$ cat config.mk
export PLATFORM = sky130hd
export DESIGN_NAME = bin2bcd_seq
export DESIGN_NICKNAME = d
export VERILOG_FILES = /design/src/rtl/bin2bcd_seq.sv
export SDC_FILE = /design/constraint.sdc
export NUM_CORES = 1
export LEC_CHECK = 0
export BUFFER_PORTS_ARGS = -buffer_cell sky130_fd_sc_hd__buf_2
export CAP_MARGIN = 30
export CORE_MARGIN = 8
export CORE_UTILIZATION = 56
export CTS_CLUSTER_DIAMETER = 30
export DETAILED_ROUTE_END_ITERATION = 8
export HOLD_SLACK_MARGIN = 0.08
export PLACE_DENSITY = 0.82
export SLEW_MARGIN = 10
export SYNTH_ARGS = -nofsm -noshare
export SYNTH_HDL_FRONTEND = slang
export SYNTH_SLANG_ARGS = --single-unit
$ cat constraint.sdc
create_clock -name clk -period 2.5 [get_ports clk]
set_input_delay 0.375 -clock clk [delete_from_list [all_inputs] [get_ports clk]]
set_output_delay 0.375 -clock clk [all_outputs]
set_load 0.005 [all_outputs]
$ cat src/rtl/bin2bcd_seq.sv
// Sequential binary-to-BCD converter (double dabble), one input bit per clock,
// with valid/ready handshake, overflow saturation and a leading-zero mask.
module bin2bcd_seq #(
  parameter int BIN_W  = 8,
  parameter int DIGITS = 3
) (
  input  logic                  clk,
  input  logic                  rst_n,
  input  logic                  in_valid,
  output logic                  in_ready,
  input  logic [BIN_W-1:0]      bin_in,
  output logic                  out_valid,
  output logic [4*DIGITS-1:0]   bcd,
  output logic [DIGITS-1:0]     nz_mask,
  output logic                  overflow
);

  localparam int ACC_W = 4 * DIGITS;
  localparam int CNT_W = $clog2(BIN_W + 1);

  typedef enum logic [1:0] {
    IDLE  = 2'd0,
    SHIFT = 2'd1,
    DONE  = 2'd2
  } state_t;

  state_t             state_q, state_d;
  logic [CNT_W-1:0]   cnt_q, cnt_d;
  logic [BIN_W-1:0]   sh_q, sh_d;
  logic [ACC_W-1:0]   acc_q, acc_d;
  logic               ovf_q, ovf_d;
  logic [ACC_W-1:0]   bcd_q, bcd_d;
  logic [DIGITS-1:0]  nz_q, nz_d;
  logic               ovf_out_q, ovf_out_d;
  logic               out_valid_q, out_valid_d;

  logic [ACC_W-1:0]   acc_adj_s;
  logic [ACC_W:0]     acc_shl_s;
  logic [BIN_W:0]     sh_shl_s;
  logic               carry_s;

  // Add 3 to every digit that is 5 or more; adds stay inside each nibble.
  function automatic logic [ACC_W-1:0] add3_adjust(input logic [ACC_W-1:0] a);
    logic [ACC_W-1:0] r;
    logic [3:0]       d;
    r = a;
    for (int k = 0; k < DIGITS; k++) begin
      d = a[4*k +: 4];
      if (d >= 4'd5) begin
        r[4*k +: 4] = d + 4'd3;
      end else begin
        r[4*k +: 4] = d;
      end
    end
    return r;
  endfunction

  // Bit k set when digit k or any more significant digit is nonzero.
  function automatic logic [DIGITS-1:0] nz_of(input logic [ACC_W-1:0] a);
    logic [DIGITS-1:0] r;
    logic              seen;
    seen = 1'b0;
    r    = {DIGITS{1'b0}};
    for (int k = DIGITS - 1; k >= 0; k--) begin
      seen = seen | (a[4*k +: 4] != 4'h0);
      r[k] = seen;
    end
    r[0] = 1'b1;
    return r;
  endfunction

  assign acc_adj_s = add3_adjust(acc_q);
  assign acc_shl_s = {acc_adj_s, sh_q[BIN_W-1]};
  assign carry_s   = acc_shl_s[ACC_W];
  assign sh_shl_s  = {sh_q, 1'b0};

  assign in_ready  = (state_q == IDLE);
  assign out_valid = out_valid_q;
  assign bcd       = bcd_q;
  assign nz_mask   = nz_q;
  assign overflow  = ovf_out_q;

  // Next-state and datapath update.
  always_comb begin
    state_d     = state_q;
    cnt_d       = cnt_q;
    sh_d        = sh_q;
    acc_d       = acc_q;
    ovf_d       = ovf_q;
    bcd_d       = bcd_q;
    nz_d        = nz_q;
    ovf_out_d   = ovf_out_q;
    out_valid_d = 1'b0;
    case (state_q)
      IDLE: begin
        if (in_valid) begin
          state_d = SHIFT;
          sh_d    = bin_in;
          acc_d   = {ACC_W{1'b0}};
          ovf_d   = 1'b0;
          cnt_d   = CNT_W'(BIN_W);
        end else begin
          state_d = IDLE;
        end
      end
      SHIFT: begin
        acc_d = acc_shl_s[ACC_W-1:0];
        sh_d  = sh_shl_s[BIN_W-1:0];
        ovf_d = ovf_q | carry_s;
        cnt_d = cnt_q - CNT_W'(1);
        if (cnt_q == CNT_W'(1)) begin
          state_d     = DONE;
          out_valid_d = 1'b1;
          // Sticky overflow includes the bit lost on this final shift.
          if (ovf_q | carry_s) begin
            bcd_d     = {DIGITS{4'h9}};
            nz_d      = {DIGITS{1'b1}};
            ovf_out_d = 1'b1;
          end else begin
            bcd_d     = acc_shl_s[ACC_W-1:0];
            nz_d      = nz_of(acc_shl_s[ACC_W-1:0]);
            ovf_out_d = 1'b0;
          end
        end else begin
          state_d = SHIFT;
        end
      end
      DONE: begin
        state_d = IDLE;
      end
      default: begin
        state_d = IDLE;
      end
    endcase
  end

  // State and output registers.
  always_ff @(posedge clk or negedge rst_n) begin
    if (!rst_n) begin
      state_q     <= IDLE;
      cnt_q       <= {CNT_W{1'b0}};
      sh_q        <= {BIN_W{1'b0}};
      acc_q       <= {ACC_W{1'b0}};
      ovf_q       <= 1'b0;
      bcd_q       <= {ACC_W{1'b0}};
      nz_q        <= DIGITS'(1'b1);
      ovf_out_q   <= 1'b0;
      out_valid_q <= 1'b0;
    end else begin
      state_q     <= state_d;
      cnt_q       <= cnt_d;
      sh_q        <= sh_d;
      acc_q       <= acc_d;
      ovf_q       <= ovf_d;
      bcd_q       <= bcd_d;
      nz_q        <= nz_d;
      ovf_out_q   <= ovf_out_d;
      out_valid_q <= out_valid_d;
    end
  end

endmodule

# Word level (Yosys, flattened, before mapping)
# Cells that the tools add are included.
classes:
  n_addsub: 4
  order_cmp: 3
  eq_ne: 3
  muxes: 19
  bitwise_logic: 2
  reduce_logical: 6
ops:
  columns: ["op", "n"]
  rows:
  - ["$mux 12", 2]
  - ["$pmux 12 s2", 1]
  - ["$mux 4", 4]
  - ["$pmux 8 s2", 1]
  - ["$add 4x2->4 const B", 3]
  - ["$ge 4x3->1 const B", 3]
  - ["$mux 8", 1]
  - ["$pmux 4 s2", 1]
  - ["$reduce_bool 4->1", 2]
  - ["$mux 1", 5]
  - ["$eq 4x1->1 const B", 1]
  - ["$pmux 2 s2", 1]
  - ["$reduce_and 2->1", 2]
  - ["$sub 4x1->4 const B", 1]
  - ["$mux 3", 1]
  - ["$eq 2x1->1 const B", 1]
  - ["$logic_not 2->1", 1]
  - ["$mux 2", 1]
  - ["$ne 2x2->1 const B", 1]
  - ["$or 1x1->1", 2]
  - ["$pmux 1 s2", 1]
  - ["$reduce_bool 2->1", 1]
word_totals:
  ff_bits: 44
  input_bits: 11
  out_inout_bits: 18
  wordCells: 46

# Depth between registers and ports, before layout
logic_depth:
  ltp_word: 5
  mapped_depth: 8
  depth_no_buf: 8

# Least setup slack after synthesis
# Ideal clock, no wire load.
synth_path:
  path_type: "register -> register"
  startpoint: "reg acc_q[8]"
  endpoint: "reg nz_q[1] (netlist: nz_mask[1])"
  setup_ns: 0.126
  arrival_time_ns: 1.746
  required_ns: 2.374
  setup_slack_ns: 0.628
  stages_incl_launch_ff: 8
  n_path_buf: 0
  period_less_slack_ns: 1.872
  cell_sequence: "dfrtp_1 inv_1 ha_1 and2b_1 o21ba_2 mux2_2 nand4_2 o32a_1"
synth_between:
  elab_chain_cells: 5
  word_cells_on_any_way: 7
  classes_between: "add/sub: 1; order compare: 1; mux: 2; bitwise: 2; reduce/logical: 1"
synth_lines:
  columns: ["element", "line", "rtl"]
  rows:
  - ["start, declared", "30", "logic [ACC_W-1:0] acc_q, acc_d;"]
  - ["start signal, assigned", "143", "acc_q <= {ACC_W{1'b0}};"]
  - ["$add 4x2->4 or $ge 4x3->1 (tied branches)", "50, 49", null]
  - ["$mux 4 *", "49", "if (d >= 4'd5) begin"]
  - ["$reduce_bool 4->1", "65", "seen = seen | (a[4*k +: 4] != 4'h0);"]
  - ["$or 1x1->1", "65", null]
  - ["$mux 3 *", "115", "if (ovf_q | carry_s) begin"]
  - ["end signal, assigned", "146", "nz_q <= DIGITS'(1'b1);"]
  - ["end signal, assigned", "156", "nz_q <= nz_d;"]
  - ["end, declared", "33", "logic [DIGITS-1:0] nz_q, nz_d;"]
# Every way passes the cells marked *; elsewhere a longest branch is shown, timed or not.
# A chain may end at the register's enable or synchronous reset.

# Worst setup path in the final report
# Ends and elaborated chain as after synthesis.

==> results by group <==
STA
  – Setup Viol. Count Final: 0
  – Pins Over Slew Limit: 0
  – Hold Fails Final Rpt: 0
  – Total Neg Setup Slack: 0 ps
  – Fin Clk Skew: 13.0 ps
  – Final WS setup: 428 ps
  – Rel. slew slack: 65.3%
  – Post-route clock period utilization: 82.9%
  – Worst-Margin Slew: 520 ps
  – Period minus WS final: 2070 ps
  – Min Hold Slack: 237 ps
  – Fmax: 483 MHz
  – RSZ-0062 raised after global routing: false

GRT
  – Antenna violations before repair: 0
  – Overflow after GRT: 0
  – Largest net degree at the start of global routing: 43
  – First-pass GRT wire length: 7270 um
  – Vias in the first global route: 1,537
  – Overall routing resource usage: 16.6%

Power
  – Clock Power Share: 12.4%
  – PD cells: 1260 nW/um2
  – Switching power: 1.18 mW
  – Internal power: 1.66 mW
  – Worst VDD drop: 0.000672 V
  – Seq pwr share: 42.1%
  – Switching Fraction: 41.5%
  – Leak: 1.04 nW
  – Comb pwr share: 45.5%

Job
  – Max Cap Viol: 0

Worst setup path
  – Worst R2R Path Depth: 7
  – CP delay by family, top: compound AO/OA/AOI/OAI gates
  – R2R Path End: nz_mask[1]
  – Reg2reg start: acc_q[8]
  – Critical path cell sequence: inv_1 > ha_1 > and2b_1 > o21ba_2 > mux2_2 > nand4_2 > o32a_1
  – Crit-path slowest cell: dfrtp_1
  – Worst-path maximum fanout: 6
  – Critical path endpoint category: flip-flop
  – Max stage delay on crit path: 460 ps
  – CP Data Required Time: 2750 ps
  – Setup Crit Path Kind: reg -> reg
  – CP bufs+invs: 1
  – Reg2Reg Setup Slack: 430 ps
  – Startpoint types: flip-flop
  – Worst Path Arrival: 2320 ps

Synthesis
  – Number of synthesized register bits: 42
  – Top_reg_cell synth: dfrtp_1
  – Cells after Synth: 205
  – Post-synth top area cell: dfrtp_1
  – Library cells used by synthesis: 36
  – Number of synthesized flops with an enable pin: 0
  – Asr flop ratio synth: 100%
  – Top post-synthesis cells by area: dfrtp_1, o21ai_0, nand2_1
  – Mean Syn Cell Area: 9.69 um2
  – Synthesis Warnings: 0
  – Count leader, synth: dfrtp_1
  – Sequential element share of the synthesized area: 52.9%
  – Cell area after synthesis: 1990 um2
  – Post-synth top area share: 52.9%
  – Syn Nets: 224
  – Commonest cells post-synth: dfrtp_1, nand2_1, o21ai_0

CTS
  – Skew-Pair Late Insertion Delay: 350 ps
  – Max clock buf depth: 2
  – TritonCTS Sinks: 42
  – Total clock buffers created by CTS: 5
  – Clk slew on worst S/H paths: 130 ps
  – TritonCTS clock tree: done
  – Setup Buffers After CTS: 0
  – Clk root buf: clkbuf_4
  – Htree depth: 2
  – Post-CTS sizing: 0
  – Cts hold-fix bufs: 0

Drt
  – Final wirelength: 4260 um
  – Vias per cell: 5.51
  – Wire length per cell: 15.0 um
  – First-pass DRT Iterations: 4
  – Antenna viol nets, final: 0
  – DRT iter0 DRCs: 76
  – Via Count: 1,559
  – Residual DRC: 0

Floorplanning
  – Core Area: 3360 um2
  – Die Y: 75.6 um
  – I/O pin count: 29
  – Row cnt: 21
  – Die width: 75.6 um
  – Die Area: 5710 um2
  – Initial core utilization: 59.1%

Final layout
  – Post-route insts no fill: 283
  – # diodes: 0
  – Layout Area Growth over Synthesis: 13.9%
  – Nets: 255
  – Layout cells sized above 1: 20.7%
  – Final design utilization: 67.3%

Min path
  – Hold_sp: bin_in[0]
  – Hold path depth: 3
  – Hold endpoint: sh_q[0]
  – Hold WC Path Type: in -> reg

Placement
  – GPL Wtd Cong: 0.858
  – Buffers on Ports: 27
  – Dpl hpwl: 3080 um
  – Dpl cells: 273
  – DP Worst Slack: 486 ps

Run status
  – Status: complete, no violations
-- layout by cell type, fill, tap and decap left out, types with 2 or more instances in the layout --
cell type,netlist,layout
a21oi_1,8,8
a22oi_1,7,7
and2b_1,2,2
buf_2,0,27
buf_4,1,4
clkbuf_4,0,5
clkinv_2,1,2
dfrtp_1,42,42
ha_1,8,8
inv_1,10,10
mux2_2,3,3
nand2_1,30,30
nand2b_1,5,5
nand3_1,11,11
nor2_1,9,9
nor3_1,5,5
nor3b_1,2,2
o21ai_0,30,30
o22a_1,3,3
xnor2_1,3,3
-- power groups by stage --
stage	Sequential, mW	Combinational (mW)	Clock [mW]
after global placement	1.20	1.25	0
after detailed placement	1.21	1.29	0
after CTS	1.19	1.30	0.362
after global routing	1.24	1.48	0.391
final	1.20	1.29	0.353
after floorplan	1.16	0.901	0
-- worst min-delay path: cells and delay by family --
family          cells  cell delay, ps
compound gates      1              60
buf+inv             1              70
simple gates        1              40
-- worst max path at each step --
stage / startpoint / end / slack [ps] / cells after the start
5_1_grt: acc_q[8] / nz_mask[1] / 330 / 7
2_1_floorplan: acc_q[8] / nz_mask[1] / 630 / 7
6_report: acc_q[8] / nz_mask[1] / 430 / 7
3_5_place_dp: acc_q[8] / nz_mask[1] / 490 / 7
3_3_place_gp: acc_q[8] / nz_mask[1] / 560 / 7
4_1_cts: acc_q[8] / nz_mask[1] / 450 / 7
-- kinds of logic after synthesis --
| group | after synthesis | share of synthesized area, % |
|---|---|---|
| simple gates | 73 | 18.3 |
| compound gates | 54 | 16.0 |
| flops | 42 | 52.9 |
| buf+inv | 20 | 4.03 |
| fa+ha+maj | 8 | 5.04 |
| mux | 4 | 2.20 |
| xor+xnor | 3 | 1.32 |
| other cells | 1 | 0.189 |
-- stage by stage --
step / cell area, um2 / total power [mW]
final: 2260 / 2.84
after global routing: 2260 / 3.11
after CTS: 2230 / 2.86
after detailed placement: 2170 / 2.50
after global placement: 2170 / 2.45
after floorplan: 1990 / 2.06
-- metal layers --
metal	global-route usage (%)	wire length (um)	vias up
li1	-	-	768
met3	4.87	239	5
met4	5.12	42	0
met2	25.9	1920	39
met1	21.8	2060	747
met5	0	0	-
-- layout make-up --
class                           count  area, um2
Fill cell                         304       1100
Sequential cell                    42       1050
Multi-Input combinational cell    143        856
Timing Repair Buffer               33        195
Tap cell                           46       57.6
Clock buffer                        7       55.1
Inverter                           11       42.5
Clock inverter                      1       5.00
-- sequential cells by signal (all words and copies together) (netlist names) --
signal	count
state_q	1
sh_q	8
out_valid	1
ovf_q	1
nz_mask	2
bcd	12
cnt_q	4
acc_q	12
overflow	1
Power figures use the tool's default switching activity.
